===== config.mk =====
export PLATFORM = sky130hd
export DESIGN_NAME = serial_adder
export DESIGN_NICKNAME = d
export VERILOG_FILES = /design/src/rtl/serial_adder_pkg.sv /design/src/rtl/full_adder.sv /design/src/rtl/serial_adder.sv
export SDC_FILE = /design/constraint.sdc
export NUM_CORES = 1
export LEC_CHECK = 0
export ABC_CLOCK_PERIOD_IN_PS = 1320
export CORE_MARGIN = 5
export CORE_UTILIZATION = 46
export CTS_CLUSTER_DIAMETER = 150
export DETAILED_ROUTE_END_ITERATION = 12
export PLACE_DENSITY = 0.74
export REMOVE_ABC_BUFFERS = 1
export SETUP_SLACK_MARGIN = 0.05
export SYNTH_ARGS = -nofsm -noshare
export SYNTH_HDL_FRONTEND = slang
export SYNTH_HIERARCHICAL = 1
export SYNTH_SLANG_ARGS = --single-unit

===== constraint.sdc =====
create_clock -name clk -period 1.32 [get_ports clk]
set_input_delay 0.264 -clock clk [delete_from_list [all_inputs] [get_ports clk]]
set_output_delay 0.264 -clock clk [all_outputs]
set_load 0.01 [all_outputs]

===== src/rtl/serial_adder_pkg.sv =====
// Shared definitions for the digit-serial adder: FSM encoding and the
// step/counter sizing helpers derived from WIDTH and DIGIT.
package serial_adder_pkg;

    typedef enum logic {
        IDLE = 1'b0,
        RUN  = 1'b1
    } state_t;

    function automatic int calc_steps(input int width, input int digit);
        return (digit > 0) ? width / digit : 1;
    endfunction

    // A single-step adder still needs a one-bit counter to keep the datapath legal.
    function automatic int calc_cnt_width(input int width, input int digit);
        int w;
        w = $clog2(calc_steps(width, digit));
        return (w < 1) ? 1 : w;
    endfunction

endpackage


===== src/rtl/full_adder.sv =====
// Single-bit full adder; the per-bit cell of the serial adder digit chain.
module full_adder (
    input  logic a,
    input  logic b,
    input  logic cin,
    output logic sum,
    output logic cout
);

    assign sum  = a ^ b ^ cin;
    assign cout = (a & b) | (cin & (a ^ b));

endmodule


===== src/rtl/serial_adder.sv =====
// Multi-cycle adder: a + b + cin computed DIGIT bits per cycle, LSB digit
// first, with a start/busy/done handshake and registered results.
module serial_adder
    import serial_adder_pkg::*;
#(
    parameter int WIDTH = 8,
    parameter int DIGIT = 1
) (
    input  logic             clk,
    input  logic             rst,
    input  logic             start,
    input  logic [WIDTH-1:0] a,
    input  logic [WIDTH-1:0] b,
    input  logic             cin,
    output logic             busy,
    output logic             done,
    output logic [WIDTH-1:0] sum,
    output logic             cout,
    output logic             overflow
);

    localparam int STEPS = calc_steps(WIDTH, DIGIT);
    localparam int CW    = calc_cnt_width(WIDTH, DIGIT);
    localparam logic [CW-1:0] LAST = CW'(STEPS - 1);

    if (WIDTH < 1 || DIGIT < 1 || DIGIT > WIDTH || (WIDTH % DIGIT) != 0) begin : g_bad_params
        $error("serial_adder: DIGIT must divide WIDTH and satisfy 1 <= DIGIT <= WIDTH");
    end

    state_t               state;
    logic [CW-1:0]        cnt;
    logic [WIDTH-1:0]     opa;
    logic [WIDTH-1:0]     opb;
    logic [WIDTH-1:0]     acc;
    logic                 carry;

    logic [DIGIT-1:0]       dsum;
    logic [DIGIT:0]         chain;
    logic [WIDTH+DIGIT-1:0] widened;
    logic [WIDTH-1:0]       accnext;

    assign chain[0] = carry;

    for (genvar i = 0; i < DIGIT; i++) begin : g_cell
        full_adder u_fa (
            .a    (opa[i]),
            .b    (opb[i]),
            .cin  (chain[i]),
            .sum  (dsum[i]),
            .cout (chain[i+1])
        );
    end

    // New digit enters from the MSB side so the LSB digit ends up at bit 0.
    assign widened = {dsum, acc};
    assign accnext = widened[WIDTH+DIGIT-1:DIGIT];

    always_ff @(posedge clk) begin
        if (rst) begin
            state    <= IDLE;
            cnt      <= '0;
            opa      <= '0;
            opb      <= '0;
            acc      <= '0;
            carry    <= 1'b0;
            busy     <= 1'b0;
            done     <= 1'b0;
            sum      <= '0;
            cout     <= 1'b0;
            overflow <= 1'b0;
        end else begin
            done <= 1'b0;
            case (state)
                IDLE: begin
                    if (start) begin
                        opa   <= a;
                        opb   <= b;
                        carry <= cin;
                        acc   <= '0;
                        cnt   <= '0;
                        busy  <= 1'b1;
                        state <= RUN;
                    end
                end
                RUN: begin
                    opa   <= opa >> DIGIT;
                    opb   <= opb >> DIGIT;
                    acc   <= accnext;
                    carry <= chain[DIGIT];
                    cnt   <= cnt + CW'(1);
                    // On the last step the top cell of the chain is the word's MSB.
                    if (cnt == LAST) begin
                        sum      <= accnext;
                        cout     <= chain[DIGIT];
                        overflow <= chain[DIGIT-1] ^ chain[DIGIT];
                        done     <= 1'b1;
                        busy     <= 1'b0;
                        cnt      <= '0;
                        state    <= IDLE;
                    end
                end
                default: state <= IDLE;
            endcase
        end
    end

endmodule


Word level (Yosys, flattened, before mapping)
Index checks and enable logic that the tools add are counted.
Storage, ports and cells
  flip-flop bits (word level): 41
  bits in latches: 0
  memory bits (writable): 0
  bits in read-only memories: 0
  input port bits: 20
  output and inout port bits: 12
  logic and storage cells: 43
  memories: 0
Cells by class
  $add $sub $neg: 1
  multiply operators: 0
  divide/modulo/power cells: 0
  magnitude comparators: 0
  equal/unequal tests: 3
  shift operators: 0
  muxes and demuxes: 18
  bitwise operators: 7
  reductions and logical operators: 3
Operators by type and width (number)
  8-bit case mux with 2 select lines: 3
  8-bit 2-to-1 mux: 3
  1-bit 2-to-1 mux: 6
  3-bit 2-to-1 mux: 2
  1-bit case mux with 2 select lines: 3
  3-bit case mux with 2 select lines: 1
  2-bit AND reduction: 2
  3-bit by 1-bit adder with 3-bit output (second input constant): 1
  3-bit equality test (second input constant): 1
  1-bit XOR: 3
  1-bit bitwise AND: 2
  2-bit by 1-bit != test with 1-bit output (second input constant): 1
  2-bit != test (second input constant): 1
  2-bit OR reduction: 1
  1-bit inverter: 1
  1-bit bitwise OR: 1

Logic depth before layout (Yosys ltp)
Gate-level depths: netlist of the first run.
  depth in word-level cells: 4
  depth in mapped cells: 5
  depth with buffers taken out: 4

Hierarchy
Netlist of the first run, hierarchy kept.
Modules (own cells, without submodules)
  serial_adder: instances 1, cells each 177, area an instance 1747.9 µm², seq. area each 800.8 µm²
  full_adder: instances 1, cells each 1, area an instance 20.0 µm², seq. area each 0.0 µm²

Worst setup path before layout of the first run
No wires, ideal clock.
  kind: register -> register
  from: reg cnt[0]
  to: reg overflow
  library setup time: 91 ps
  arrival: 1226 ps
  data required time: 1229 ps
  slack: 3 ps
  cell stages (with the launch flop): 6
  path buffers: 1
  period minus slack after synthesis: 1317 ps
  cells stage by stage: dfxtp_1 > ha_1 > ha_1 > clkbuf_1 > a21oi_1 > a311oi_1
Between the ends
  word-level cells in the longest chain between the ends: 2
Ends and longest elaborated chain
  from (decl): line serial_adder.sv:31  | logic [CW-1:0] cnt;
  from (signal assigned): line serial_adder.sv:90  | cnt <= cnt + CW'(1);
  3-bit equality test: line serial_adder.sv:92  | if (cnt == LAST) begin
  2-bit AND reduction (no source line)
  to (signal assigned): line serial_adder.sv:95  | overflow <= chain[DIGIT-1] ^ chain[DIGIT];
  to (decl): line serial_adder.sv:19  | output logic overflow
Every way passes these cells.
A chain may end at the register's enable or synchronous reset.

Worst setup path in the final report of the first run
  from: reg cnt[0]
  to: reg cnt[0]
Between the ends
  word-level cells in the longest chain between the ends: 3
  elaborated cells between the ends (all ways): 4
  classes of those cells: add/sub (1); eq/ne (1); mux (2)
Ends and longest elaborated chain
  3-bit by 1-bit adder with 3-bit output / 3-bit equality test (equally long branches): line serial_adder.sv:90, serial_adder.sv:92
  3-bit 2-to-1 mux *: line serial_adder.sv:92
  3-bit case mux with 2 select lines *: line serial_adder.sv:73  | case (state)
Every way passes the cells marked *; elsewhere a longest branch is shown, timed or not.

==> metrics.txt, run 1 <==
# TYPE chip_impl_metric gauge
chip_impl_info{name="outcome",value="finished clean"} 1
chip_impl_metric{name="i_o_pin_count",unit=""} 32
chip_impl_metric{name="ys_seq_area_share",unit="%"} 45.3
chip_impl_metric{name="worstPathRequired",unit="ns"} 1.54
chip_impl_metric{name="syn_area_per_cell",unit="µm²"} 9.93
chip_impl_metric{name="cts-hold-fix-buffers",unit=""} 0
chip_impl_metric{name="synth-warning-count",unit=""} 6
chip_impl_metric{name="clock_sink_count",unit=""} 40
chip_impl_metric{name="worst-r2r-cell-count",unit=""} 4
chip_impl_metric{name="final_util",unit="%"} 64.4
chip_impl_metric{name="total_switching_power",unit="µW"} 587
chip_impl_metric{name="number_of_buffers_created_by_cts",unit=""} 5
chip_impl_metric{name="ys_types",unit=""} 22
chip_impl_metric{name="crit_path_time_final",unit="ns"} 1.26
chip_impl_metric{name="pnr_total_power",unit="µW"} 2490
chip_impl_info{name="clock_root_buffer_master",value="sky130_fd_sc_hd__clkbuf_8"} 1
chip_impl_metric{name="drcViolationCount",unit=""} 0
chip_impl_metric{name="grt_pass1_wl",unit="µm"} 5910
chip_impl_metric{name="min_delay_path_depth",unit=""} 2
chip_impl_metric{name="cell_internal_pwr",unit="µW"} 1900
chip_impl_metric{name="setup_viol_count_final",unit=""} 0
chip_impl_metric{name="worst-endpoint-arrival",unit="ns"} 1.47
chip_impl_metric{name="grt_pass1_vias",unit=""} 1361
chip_impl_metric{name="worst_ir_drop_vdd",unit="mV"} 0.623
chip_impl_metric{name="critical-path-max-stage-delay",unit="ns"} 0.36
chip_impl_metric{name="synthesis.instances",unit=""} 178
chip_impl_info{name="worst_r2r_endpoint",value="cnt[0]$_SDFFE_PP0P_"} 1
chip_impl_metric{name="post-dp-hpwl",unit="µm"} 2220
chip_impl_metric{name="die-area",unit="µm²"} 5180
chip_impl_metric{name="area.growth.synth_to_final",unit="%"} 34.3
chip_impl_info{name="slowest_stage",value="sky130_fd_sc_hd__or3b_4"} 1
chip_impl_metric{name="worst-path-max-fanout",unit=""} 2
chip_impl_metric{name="route.antenna.remaining_nets",unit=""} 0
chip_impl_metric{name="maximum_clock_insertion_buffer_count",unit=""} 2
chip_impl_metric{name="sequentialPowerShare",unit="%"} 52.1
chip_impl_metric{name="cts_post_setup_buffers_inserted",unit=""} 0
chip_impl_info{name="critical_path.endpoint_type",value="flop"} 1
chip_impl_metric{name="fin_worst_skew",unit="ns"} 0.00442
chip_impl_metric{name="mappedNetlistArea",unit="µm²"} 1770
chip_impl_metric{name="power.leakage",unit="µW"} 0.000933
chip_impl_info{name="rsz0062_at_grt",value="true"} 1
chip_impl_metric{name="core.rowCount",unit=""} 22
chip_impl_info{name="critical-path-top-cell-by-count",value="sky130_fd_sc_hd__ha_4"} 1
chip_impl_metric{name="initial_utilization",unit="%"} 47.9
chip_impl_metric{name="die-width",unit="µm"} 72.0
chip_impl_info{name="criticalPathCategory",value="flop to flop"} 1
chip_impl_metric{name="fillerInstances",unit=""} 324
chip_impl_metric{name="share_of_post_route_cells_with_drive_strength_above_1",unit="%"} 21.5
chip_impl_metric{name="drt_wirelength",unit="µm"} 3670
chip_impl_metric{name="vias_per_cell",unit=""} 5.37
chip_impl_metric{name="global_route.overflow_total",unit=""} 0
chip_impl_metric{name="slew_viol_final",unit=""} 0
chip_impl_metric{name="route.detailed.wl_per_inst",unit="µm"} 14.3
chip_impl_metric{name="fin_crit_sh",unit="%"} 95.1
chip_impl_metric{name="final_net_count",unit=""} 233
chip_impl_metric{name="worstMarginPinSlew",unit="ns"} 0.270
chip_impl_info{name="critical_path.startpoint_type",value="flop"} 1
chip_impl_info{name="hold_path_class",value="flop to flop"} 1
chip_impl_metric{name="pin_count_of_the_biggest_net_entering_global_routing",unit=""} 45
chip_impl_info{name="reg_to_reg_startpoint",value="cnt[0]$_SDFFE_PP0P_"} 1
chip_impl_metric{name="achievable-frequency",unit="GHz"} 0.797
chip_impl_metric{name="r2r_setup_slack",unit="ns"} 0.06
chip_impl_metric{name="placed_standard_cell_area",unit="µm²"} 2150
chip_impl_metric{name="drt_first_iter_violations",unit=""} 74
chip_impl_metric{name="power.share.combinational",unit="%"} 13.0
chip_impl_metric{name="clk_transition_reported_paths",unit="ns"} 0.07
chip_impl_metric{name="detailedRoute.firstPassIterationCount",unit=""} 4
chip_impl_metric{name="timing.slew.headroom",unit="%"} 82.0
chip_impl_metric{name="core_region_area",unit="µm²"} 3690
chip_impl_metric{name="timing.hold.ws",unit="ns"} 0.468
chip_impl_metric{name="diodes",unit=""} 0
chip_impl_metric{name="io_buffer_count",unit=""} 31
chip_impl_metric{name="power_density",unit="nW/µm²"} 1050
chip_impl_info{name="crit_chain",value="ha_4 > ha_4 > or3b_4 > a21oi_2"} 1
chip_impl_metric{name="final-hold-violation-count",unit=""} 0
chip_impl_metric{name="power.share.clock",unit="%"} 34.9
chip_impl_info{name="worstHoldEndpoint",value="acc[3]$_SDFFE_PP0P_"} 1
chip_impl_metric{name="gp_routability_congestion",unit=""} 0.761
chip_impl_metric{name="synth-seq-cells",unit=""} 40
chip_impl_metric{name="sw_frac_of_total",unit="%"} 23.6
chip_impl_metric{name="vias",unit=""} 1380
chip_impl_info{name="tritoncts_clock_tree",value="yes"} 1
chip_impl_metric{name="aggregate_negative_setup_slack",unit="ns"} 0
chip_impl_metric{name="regArea",unit="µm²"} 803
chip_impl_info{name="worstHoldStart",value="acc[4]$_SDFFE_PP0P_"} 1
chip_impl_metric{name="worstSkewPairLatency",unit="ns"} 0.29
chip_impl_metric{name="antenna_violations_before_repair",unit=""} 0
chip_impl_metric{name="grt_util_all_layers",unit="%"} 14.2
chip_impl_metric{name="die_height",unit="µm"} 72.0
chip_impl_metric{name="multi_input_area",unit="µm²"} 950
chip_impl_metric{name="cap_viol_max_count",unit=""} 0
chip_impl_metric{name="finish.instance_area",unit="µm²"} 2370
chip_impl_metric{name="cts_htree_levels",unit=""} 2
## how the worst max path moves through the flow
stage / endpoint / cells past startpoint / startpoint
after global routing: cnt[0]$_SDFFE_PP0P_ / 4 / cnt[0]$_SDFFE_PP0P_
after detailed placement: cnt[2]$_SDFFE_PP0P_ / 4 / start
after global placement: acc[7]$_SDFFE_PP0P_ / 4 / start
final: cnt[0]$_SDFFE_PP0P_ / 4 / cnt[0]$_SDFFE_PP0P_
after CTS: overflow$_SDFFE_PP0P_ / 4 / cnt[0]$_SDFFE_PP0P_
after floorplan: carry$_SDFFE_PP0P_ / 2 / state$_SDFF_PP0_
## area by class of cell
cell class,count,share of cell area (%)
clock buffers,7,4.06
inverters,1,0.211
multi-input cells,120,40.0
flip-flops and latches,40,33.8
well taps,48,2.53
repair buffers,41,19.4
## cell usage after synthesis, drive strengths merged
master / count / area [µm²]
a211oi: 16 / 120
a21bo: 10 / 100
a21oi: 21 / 105
a311oi: 1 / 8.76
buf: 9 / 66.3
clkbuf: 8 / 30.0
clkinv: 1 / 3.75
dfxtp: 40 / 801
fa: 1 / 20.0
ha: 3 / 37.5
mux2i: 17 / 170
nand2: 10 / 37.5
nand2b: 1 / 6.26
nand3: 9 / 45.0
nor2: 2 / 7.51
nor2b: 15 / 93.8
nor3: 2 / 10.0
or3b: 11 / 96.3
xnor2: 1 / 8.76
## registers in the layout, summed over array words and instances, names as in the netlist
name	cells
overflow	1
opb	8
cout	1
acc	7
opa	8
busy	1
sum	8
done	1
state	1
carry	1
cnt	3
## metal layers
| layer | track usage [%] | share of wire [%] | wire [µm] | up-vias |
|---|---|---|---|---|
| met5 | 0 | 0 | 0 | - |
| met4 | 3.97 | 1.1 | 42 | 0 |
| met3 | 5.82 | 6.2 | 227 | 8 |
| met2 | 23.0 | 48 | 1750 | 47 |
| met1 | 17.5 | 45 | 1650 | 633 |
| li1 | - | - | - | 692 |
## what timing repair did
item	in CTS	in global routing
gates cloned	1	1
pin swaps	2	6
gates resized for setup	20	15
endpoints found under the setup margin	38	14
## per-stage QoR
step | setup slack (ns) | instances
2_1_floorplan | -0.798 | 161
3_5_place_dp | -0.209 | 248
4_1_cts | 0.0503 | 256
6_report | 0.0646 | 257
5_1_grt | 0.0238 | 257
3_3_place_gp | -0.139 | 248
## critical path, delay by kind of cell, from the launching register on
family                   cells  cell delay (ns)
AO/OA/AOI/OAI                1             0.15
adder cells (fa/ha/maj)      2             0.34
flip-flops                   1             0.34
AND/OR/NAND/NOR              1             0.36
## power by group through the flow
| stage | logic, µW | clock network (µW) | registers, µW |
|---|---|---|---|
| 6_report | 322 | 869 | 1300 |
| 5_1_grt | 356 | 938 | 1300 |
| 4_1_cts | 307 | 883 | 1290 |
| 3_5_place_dp | 300 | 0 | 1320 |
| 3_3_place_gp | 293 | 0 | 1320 |
| 2_1_floorplan | 124 | 0 | 1330 |
## layout by cell type, fill, tap and decap left out
cell	n
sky130_fd_sc_hd__dfxtp_2	2
sky130_fd_sc_hd__dlymetal6s2s_1	1
sky130_fd_sc_hd__nor2_1	2
sky130_fd_sc_hd__a311oi_2	1
sky130_fd_sc_hd__a211oi_1	16
sky130_fd_sc_hd__clkbuf_8	7
sky130_fd_sc_hd__buf_12	4
sky130_fd_sc_hd__clkdlybuf4s50_1	18
sky130_fd_sc_hd__dlygate4sd2_1	12
sky130_fd_sc_hd__a21oi_1	12
sky130_fd_sc_hd__mux2i_1	17
sky130_fd_sc_hd__buf_4	4
sky130_fd_sc_hd__a21oi_2	9
sky130_fd_sc_hd__buf_16	1
sky130_fd_sc_hd__nor3_1	2
sky130_fd_sc_hd__ha_4	3
sky130_fd_sc_hd__a21bo_2	10
sky130_fd_sc_hd__or3b_1	10
sky130_fd_sc_hd__fa_2	1
sky130_fd_sc_hd__clkinv_2	1
sky130_fd_sc_hd__nor2b_1	15
sky130_fd_sc_hd__xnor2_1	1
sky130_fd_sc_hd__clkbuf_16	1
sky130_fd_sc_hd__or3b_4	1
sky130_fd_sc_hd__nand3_1	9
sky130_fd_sc_hd__nand2_1	10
sky130_fd_sc_hd__dfxtp_1	38
sky130_fd_sc_hd__nand2b_1	1
## kinds of logic (layout without fill, tap and decap cells)
family,Yosys count,after routing,synth area share [%]
AND/OR/NAND/NOR,50,50,16.8
adder cells (fa/ha/maj),4,4,3.26
multiplexers,17,17,9.62
AO/OA/AOI/OAI,48,48,18.9
flip-flops,40,40,45.3
buffers and inverters,18,49,5.66
XOR/XNOR,1,1,0.495
Power figures use the tool's default switching activity.
==> run 2: changes to the inputs <==
- CORE_UTILIZATION: 46 -> 36
- PLACE_DENSITY: 0.74 -> 0.61
==> run 2 against run 1 <==
Effect of this change:
- die area rose by 24%
- combinational power fell by 4%
- via count fell by 0.58%
- critical path depth rose by 1
- final cell count rose by 7.8%
- sequential power barely moved
- maximum frequency rose by 1.3%
- register-to-register slack improved by 0.02 ns
- flip-flop and latch count did not move
- clock skew barely moved
- global-route usage fell by 2.8 points
- worst hold slack improved by 0.00064 ns
==> metrics.txt, run 2 (synthesis gave the netlist of run 1 again) <==
# TYPE chip_impl_metric gauge
chip_impl_info{name="outcome",value="finished clean"} 1
chip_impl_metric{name="worstSkewPairLatency",unit="ns"} 0.28
chip_impl_metric{name="clk_transition_reported_paths",unit="ns"} 0.07
chip_impl_metric{name="die_height",unit="µm"} 80.1
chip_impl_metric{name="worst_ir_drop_vdd",unit="mV"} 0.750
chip_impl_metric{name="sw_frac_of_total",unit="%"} 23.3
chip_impl_metric{name="cts-hold-fix-buffers",unit=""} 0
chip_impl_metric{name="core_region_area",unit="µm²"} 4750
chip_impl_metric{name="fin_worst_skew",unit="ns"} 0.00441
chip_impl_info{name="slowest_stage",value="sky130_fd_sc_hd__dfxtp_2"} 1
chip_impl_metric{name="aggregate_negative_setup_slack",unit="ns"} 0
chip_impl_metric{name="worst-endpoint-arrival",unit="ns"} 1.46
chip_impl_metric{name="drt_wirelength",unit="µm"} 3590
chip_impl_metric{name="grt_util_all_layers",unit="%"} 11.4
chip_impl_metric{name="cts_htree_levels",unit=""} 2
chip_impl_info{name="rsz0062_at_grt",value="true"} 1
chip_impl_metric{name="global_route.overflow_total",unit=""} 0
chip_impl_info{name="clock_root_buffer_master",value="sky130_fd_sc_hd__clkbuf_8"} 1
chip_impl_metric{name="diodes",unit=""} 0
chip_impl_info{name="leading_cell_type_in_the_layout_fill_and_taps_excluded",value="sky130_fd_sc_hd__dfxtp_1"} 1
chip_impl_metric{name="final_util",unit="%"} 49.7
chip_impl_metric{name="r2r_setup_slack",unit="ns"} 0.08
chip_impl_metric{name="antenna_violations_before_repair",unit=""} 0
chip_impl_metric{name="pnr_total_power",unit="µW"} 2430
chip_impl_metric{name="detailedRoute.firstPassIterationCount",unit=""} 3
chip_impl_metric{name="vias_per_cell",unit=""} 4.95
chip_impl_metric{name="slew_viol_final",unit=""} 0
chip_impl_metric{name="regArea",unit="µm²"} 806
chip_impl_metric{name="pin_count_of_the_biggest_net_entering_global_routing",unit=""} 41
chip_impl_metric{name="area.growth.synth_to_final",unit="%"} 33.5
chip_impl_metric{name="post-dp-hpwl",unit="µm"} 2230
chip_impl_metric{name="detailedPlace.worstSlack",unit="ns"} -0.212
chip_impl_info{name="critical_path.endpoint_type",value="flop"} 1
chip_impl_info{name="critical-path-top-cell-by-count",value="sky130_fd_sc_hd__ha_4"} 1
chip_impl_metric{name="i_o_pin_count",unit=""} 32
chip_impl_metric{name="die-width",unit="µm"} 80.1
chip_impl_info{name="criticalPathCategory",value="flop to flop"} 1
chip_impl_metric{name="final.setup.worst_slack",unit="ns"} 0.0811
chip_impl_metric{name="worst-path-max-fanout",unit=""} 10
chip_impl_info{name="crit_chain",value="ha_4 > ha_4 > clkbuf_16 > a21bo_2 > a21oi_1"} 1
chip_impl_metric{name="final_cells",unit=""} 277
chip_impl_metric{name="initial_utilization",unit="%"} 37.2
chip_impl_metric{name="route.antenna.remaining_nets",unit=""} 0
chip_impl_metric{name="drt_first_iter_violations",unit=""} 36
chip_impl_metric{name="io_buffer_count",unit=""} 31
chip_impl_metric{name="die-area",unit="µm²"} 6410
chip_impl_metric{name="fin_crit_sh",unit="%"} 93.9
chip_impl_info{name="critical_path.startpoint_type",value="flop"} 1
chip_impl_metric{name="setup_viol_count_final",unit=""} 0
chip_impl_metric{name="cap_viol_max_count",unit=""} 0
chip_impl_metric{name="route.detailed.wl_per_inst",unit="µm"} 13.0
chip_impl_metric{name="maximum_clock_insertion_buffer_count",unit=""} 2
chip_impl_metric{name="final_net_count",unit=""} 233
chip_impl_metric{name="power.leakage",unit="µW"} 0.000927
chip_impl_metric{name="power_density",unit="nW/µm²"} 1030
chip_impl_metric{name="critical-path-max-stage-delay",unit="ns"} 0.34
chip_impl_metric{name="sequentialPowerShare",unit="%"} 53.6
chip_impl_metric{name="clock_sink_count",unit=""} 40
chip_impl_metric{name="multi_input_area",unit="µm²"} 918
chip_impl_metric{name="cell_internal_pwr",unit="µW"} 1860
chip_impl_metric{name="worstPathRequired",unit="ns"} 1.54
chip_impl_metric{name="achievable-frequency",unit="GHz"} 0.807
chip_impl_metric{name="power.share.clock",unit="%"} 33.6
chip_impl_metric{name="fillerInstances",unit=""} 439
chip_impl_metric{name="final-hold-violation-count",unit=""} 0
chip_impl_metric{name="number_of_buffers_created_by_cts",unit=""} 5
chip_impl_info{name="tritoncts_clock_tree",value="yes"} 1
chip_impl_metric{name="share_of_post_route_cells_with_drive_strength_above_1",unit="%"} 18.6
chip_impl_metric{name="vias",unit=""} 1372
chip_impl_metric{name="timing.slew.headroom",unit="%"} 81.4
chip_impl_metric{name="drcViolationCount",unit=""} 0
chip_impl_metric{name="worstMarginPinSlew",unit="ns"} 0.278
chip_impl_metric{name="grt_pass1_vias",unit=""} 1330
chip_impl_metric{name="power.share.combinational",unit="%"} 12.7
chip_impl_metric{name="total_switching_power",unit="µW"} 566
chip_impl_metric{name="grt_pass1_wl",unit="µm"} 5860
chip_impl_info{name="top_regs",value="opa (8), opb (8), sum (8)"} 1
chip_impl_metric{name="crit_path_time_final",unit="ns"} 1.24
chip_impl_info{name="hold_path_class",value="flop to flop"} 1
chip_impl_metric{name="gp_routability_congestion",unit=""} 0.714
chip_impl_info{name="most-common-layout-cells",value="sky130_fd_sc_hd__dfxtp_1 (38), sky130_fd_sc_hd__clkdlybuf4s50_1 (18), sky130_fd_sc_hd__mux2i_1 (17)"} 1
chip_impl_metric{name="dp_cells",unit=""} 267
chip_impl_metric{name="core.rowCount",unit=""} 25
run 2: worst paths after layout:
path | endpoint | depth (start not counted) | from
max reg2reg | sum[2]$_SDFFE_PP0P_ | 5 | cnt[0]$_SDFFE_PP0P_
max | sum[2]$_SDFFE_PP0P_ | 5 | cnt[0]$_SDFFE_PP0P_
min reg2reg | acc[6]$_SDFFE_PP0P_ | 2 | acc[7]$_SDFFE_PP0P_
min | acc[6]$_SDFFE_PP0P_ | 2 | acc[7]$_SDFFE_PP0P_
run 2: final cells by class:
type                    count  area share, %
inverters                   1          0.212
repair buffers             41           19.4
well taps                  67           3.55
flip-flops and latches     40           34.1
clock buffers               8           3.82
multi-input cells         120           38.9
run 2: power groups by stage:
stage,clock [µW],sequential (µW),combinational (µW)
finish,816,1300,309
global route,923,1310,345
CTS,855,1300,301
detailed placement,0,1330,296
global placement,0,1320,288
floorplan,0,1330,124
run 2: what timing repair did:
| item | CTS | global route |
|---|---|---|
| pin swaps | 1 | 1 |
| gates cloned | 0 | 2 |
| buffers inserted | 0 | 0 |
| gates resized for setup | 19 | 9 |
| setup endpoints to repair | 38 | 13 |
| hold endpoints to repair | 0 | 0 |
run 2: through the flow:
stage	hold slack, ns	cell area (µm²)
6_report	0.469	2360
5_1_grt	0.503	2360
4_1_cts	0.477	2270
3_5_place_dp	0.465	2180
3_3_place_gp	0.449	2180
2_1_floorplan	0.333	1670
run 2: critical path: cells and delay by family (launching register included):
kind / cells / cell delay, ns
flops: 1 / 0.34
fa+ha+maj: 2 / 0.34
compound gates: 2 / 0.32
buf+inv: 1 / 0.16
run 2: metal layers:
metal	vias up	part of all wire (%)	GRT usage [%]
li1	697	-	-
met1	637	49	14.1
met2	30	44	18.3
met3	8	5.3	3.92
met4	0	1.3	4.05
met5	-	0	0
==> run 3: changes to the inputs <==
- MAX_ROUTING_LAYER: not set -> met4
- REMOVE_ABC_BUFFERS: 1 -> not set
- SLEW_MARGIN: not set -> 20
==> run 3 against run 2 <==
Effect of this change:
- global-route usage is 1.2 points higher
- count of clock-buffer cells in the layout is 2 lower
- register-to-register slack hardly changed
- via count is 1.5% lower
- combinational power hardly changed
- first-iteration DRC count is 130% higher
- worst hold slack hardly changed
- largest power group unchanged
==> metrics.txt, run 3 (synthesis gave the netlist of run 1 again) <==
# TYPE chip_impl_metric gauge
chip_impl_info{name="criticalPathCategory",value="flop to flop"} 1
chip_impl_metric{name="post-dp-hpwl",unit="µm"} 2450
chip_impl_metric{name="final_util",unit="%"} 49.1
chip_impl_metric{name="drt_wirelength",unit="µm"} 3740
chip_impl_metric{name="clk_transition_reported_paths",unit="ns"} 0.07
chip_impl_info{name="outcome",value="finished clean"} 1
chip_impl_metric{name="worstSkewPairLatency",unit="ns"} 0.29
chip_impl_metric{name="maximum_clock_insertion_buffer_count",unit=""} 2
chip_impl_metric{name="io_buffer_count",unit=""} 31
chip_impl_info{name="slowest_stage",value="sky130_fd_sc_hd__dfxtp_2"} 1
chip_impl_metric{name="final_cells",unit=""} 279
chip_impl_metric{name="route.antenna.remaining_nets",unit=""} 0
chip_impl_info{name="critical_path.endpoint_type",value="flop"} 1
chip_impl_metric{name="synth_nets",unit=""} 202
chip_impl_metric{name="worst-path-max-fanout",unit=""} 7
chip_impl_metric{name="drt_first_iter_violations",unit=""} 82
chip_impl_metric{name="grt.met1_usage",unit="%"} 15.7
chip_impl_info{name="top_regs",value="opa (8), opb (8), sum (8)"} 1
chip_impl_info{name="leading_cell_type_in_the_layout_fill_and_taps_excluded",value="sky130_fd_sc_hd__dfxtp_1"} 1
chip_impl_metric{name="fin_worst_skew",unit="ns"} 0.00340
chip_impl_metric{name="area.growth.synth_to_final",unit="%"} 32.0
chip_impl_metric{name="detailedPlace.worstSlack",unit="ns"} -0.178
chip_impl_metric{name="worst_ir_drop_vdd",unit="mV"} 0.498
chip_impl_metric{name="slew_viol_final",unit=""} 0
chip_impl_metric{name="drcViolationCount",unit=""} 0
chip_impl_metric{name="power_density",unit="nW/µm²"} 1020
chip_impl_info{name="hold_path_class",value="flop to flop"} 1
chip_impl_metric{name="grt_pass1_wl",unit="µm"} 6170
chip_impl_metric{name="crit_cells",unit=""} 5
chip_impl_metric{name="gp_routability_congestion",unit=""} 0.685
chip_impl_info{name="reg_to_reg_startpoint",value="cnt[0]$_SDFFE_PP0P_"} 1
chip_impl_metric{name="final.setup.worst_slack",unit="ns"} 0.0765
chip_impl_info{name="rsz0062_at_grt",value="true"} 1
chip_impl_metric{name="cts_htree_levels",unit=""} 2
chip_impl_metric{name="cap_viol_max_count",unit=""} 0
chip_impl_metric{name="antenna_violations_before_repair",unit=""} 0
chip_impl_metric{name="power.leakage",unit="µW"} 0.000921
chip_impl_metric{name="diodes",unit=""} 0
chip_impl_metric{name="timing.slew.headroom",unit="%"} 82.3
chip_impl_metric{name="aggregate_negative_setup_slack",unit="ns"} 0
chip_impl_metric{name="die-area",unit="µm²"} 6410
chip_impl_info{name="critical-path-top-delay-family",value="flip-flops"} 1
chip_impl_metric{name="crit_path_time_final",unit="ns"} 1.24
chip_impl_metric{name="fin_crit_sh",unit="%"} 94.2
chip_impl_metric{name="achievable-frequency",unit="GHz"} 0.804
chip_impl_metric{name="initial_utilization",unit="%"} 37.2
chip_impl_metric{name="grt_util_all_layers",unit="%"} 12.6
chip_impl_metric{name="crit_buf_inv",unit=""} 1
chip_impl_metric{name="detailedRoute.firstPassIterationCount",unit=""} 6
chip_impl_metric{name="final-hold-violation-count",unit=""} 0
chip_impl_metric{name="number_of_buffers_created_by_cts",unit=""} 5
chip_impl_info{name="busiest_layer",value="met2"} 1
chip_impl_metric{name="clock_sink_count",unit=""} 40
chip_impl_metric{name="final_net_count",unit=""} 236
chip_impl_metric{name="worst-endpoint-arrival",unit="ns"} 1.46
chip_impl_metric{name="cts-hold-fix-buffers",unit=""} 0
chip_impl_metric{name="setup_viol_count_final",unit=""} 0
chip_impl_info{name="tritoncts_clock_tree",value="yes"} 1
chip_impl_metric{name="r2r_setup_slack",unit="ns"} 0.08
chip_impl_metric{name="vias_per_cell",unit=""} 4.84
chip_impl_metric{name="worst-r2r-cell-count",unit=""} 5
chip_impl_metric{name="grt_pass1_vias",unit=""} 1292
chip_impl_info{name="worst_r2r_endpoint",value="sum[7]$_SDFFE_PP0P_"} 1
chip_impl_metric{name="globalRouteMet2Util",unit="%"} 18.7
chip_impl_info{name="clock_root_buffer_master",value="sky130_fd_sc_hd__clkbuf_8"} 1
chip_impl_metric{name="i_o_pin_count",unit=""} 32
chip_impl_info{name="critical_path.startpoint_type",value="flop"} 1
chip_impl_metric{name="dp_cells",unit=""} 269
chip_impl_metric{name="route.detailed.wl_per_inst",unit="µm"} 13.4
chip_impl_info{name="critical-path-top-cell-by-count",value="sky130_fd_sc_hd__ha_4"} 1
chip_impl_info{name="most-common-layout-cells",value="sky130_fd_sc_hd__dfxtp_1 (35), sky130_fd_sc_hd__clkdlybuf4s50_1 (19), sky130_fd_sc_hd__a21oi_1 (18)"} 1
chip_impl_metric{name="die-width",unit="µm"} 80.1
chip_impl_metric{name="worstMarginPinSlew",unit="ns"} 0.265
chip_impl_metric{name="share_of_post_route_cells_with_drive_strength_above_1",unit="%"} 21.2
chip_impl_metric{name="core_region_area",unit="µm²"} 4750
chip_impl_metric{name="core.rowCount",unit=""} 25
chip_impl_metric{name="die_height",unit="µm"} 80.1
chip_impl_metric{name="timing.hold.ws",unit="ns"} 0.469
chip_impl_info{name="crit_chain",value="ha_4 > ha_4 > buf_4 > a21bo_2 > a21oi_1"} 1
chip_impl_metric{name="global_route.overflow_total",unit=""} 0
chip_impl_metric{name="pin_count_of_the_biggest_net_entering_global_routing",unit=""} 41
chip_impl_info{name="worst_setup_path_startpoint",value="cnt[0]$_SDFFE_PP0P_"} 1
chip_impl_metric{name="worstPathRequired",unit="ns"} 1.54
chip_impl_metric{name="met3_usage",unit="%"} 3.81
chip_impl_info{name="endpoint",value="sum[7]$_SDFFE_PP0P_"} 1
chip_impl_metric{name="vias",unit=""} 1351
chip_impl_metric{name="critical-path-max-stage-delay",unit="ns"} 0.34
==> run 3: cell types whose count changed in the layout (fill, tap and decap cells not counted), moves of 2 or more <==
cell,delta
sky130_fd_sc_hd__a21oi_1,+2
sky130_fd_sc_hd__a21oi_2,-2
sky130_fd_sc_hd__buf_4,+5
sky130_fd_sc_hd__clkbuf_16,-2
sky130_fd_sc_hd__dfxtp_1,-3
sky130_fd_sc_hd__dfxtp_2,+4
==> run 3: how the worst min path moves through the flow <==
| stage | start | end | slack [ns] | depth (start not counted) |
|---|---|---|---|---|
| after floorplan | acc[1]$_SDFFE_PP0P_ | sum[0]$_SDFFE_PP0P_ | 0.44 | 2 |
| after global placement | acc[1]$_SDFFE_PP0P_ | sum[0]$_SDFFE_PP0P_ | 0.45 | 2 |
| after detailed placement | acc[1]$_SDFFE_PP0P_ | sum[0]$_SDFFE_PP0P_ | 0.46 | 2 |
| after CTS | acc[1]$_SDFFE_PP0P_ | sum[0]$_SDFFE_PP0P_ | 0.47 | 2 |
| after global routing | acc[4]$_SDFFE_PP0P_ | acc[3]$_SDFFE_PP0P_ | 0.49 | 2 |
| final | acc[6]$_SDFFE_PP0P_ | acc[5]$_SDFFE_PP0P_ | 0.47 | 2 |
==> run 3: metrics by stage <==
step	area, µm²	total power [µW]
final	2330	2370
after global routing	2330	2510
after CTS	2300	2400
after detailed placement	2180	1630
after global placement	2180	1620
after floorplan	1770	1510
==> run 3: where the power goes <==
| group | total (µW) | internal [µW] | switching, µW |
|---|---|---|---|
| Sequential | 1300 | 1260 | 41.5 |
| Combinational | 312 | 173 | 139 |
| Clock | 755 | 359 | 396 |
==> run 3: cell type report <==
| cell class | count | area, µm² |
|---|---|---|
| clock buffers | 6 | 72.6 |
| multi-input cells | 120 | 925 |
| repair buffers | 44 | 434 |
| well taps | 67 | 83.8 |
| flip-flops and latches | 40 | 807 |
| fillers | 459 | 2420 |
| clock inverters | 1 | 5.00 |
| inverters | 1 | 6.26 |
==> run 3: what timing repair did <==
action                                  in CTS  in global routing
endpoints found under the setup margin      37                 12
setup buffers                                2                  0
gates resized for setup                     21                  9
pin swaps                                    2                  2
cloned                                       1                  0
==> run 3: worst reg2reg max path: stages (launching register included) <==
cell and delay, ns:
sky130_fd_sc_hd__dfxtp_2 0.34, sky130_fd_sc_hd__ha_4 0.17, sky130_fd_sc_hd__ha_4 0.16, sky130_fd_sc_hd__buf_4 0.16, sky130_fd_sc_hd__a21bo_2 0.21, sky130_fd_sc_hd__a21oi_1 0.13
==> run 3: metal layers <==
metal	vias to the layer above	part of all wire, %
met5	-	0
met4	0	1.9
met3	7	3.5
met2	23	49
met1	623	45
li1	698	-
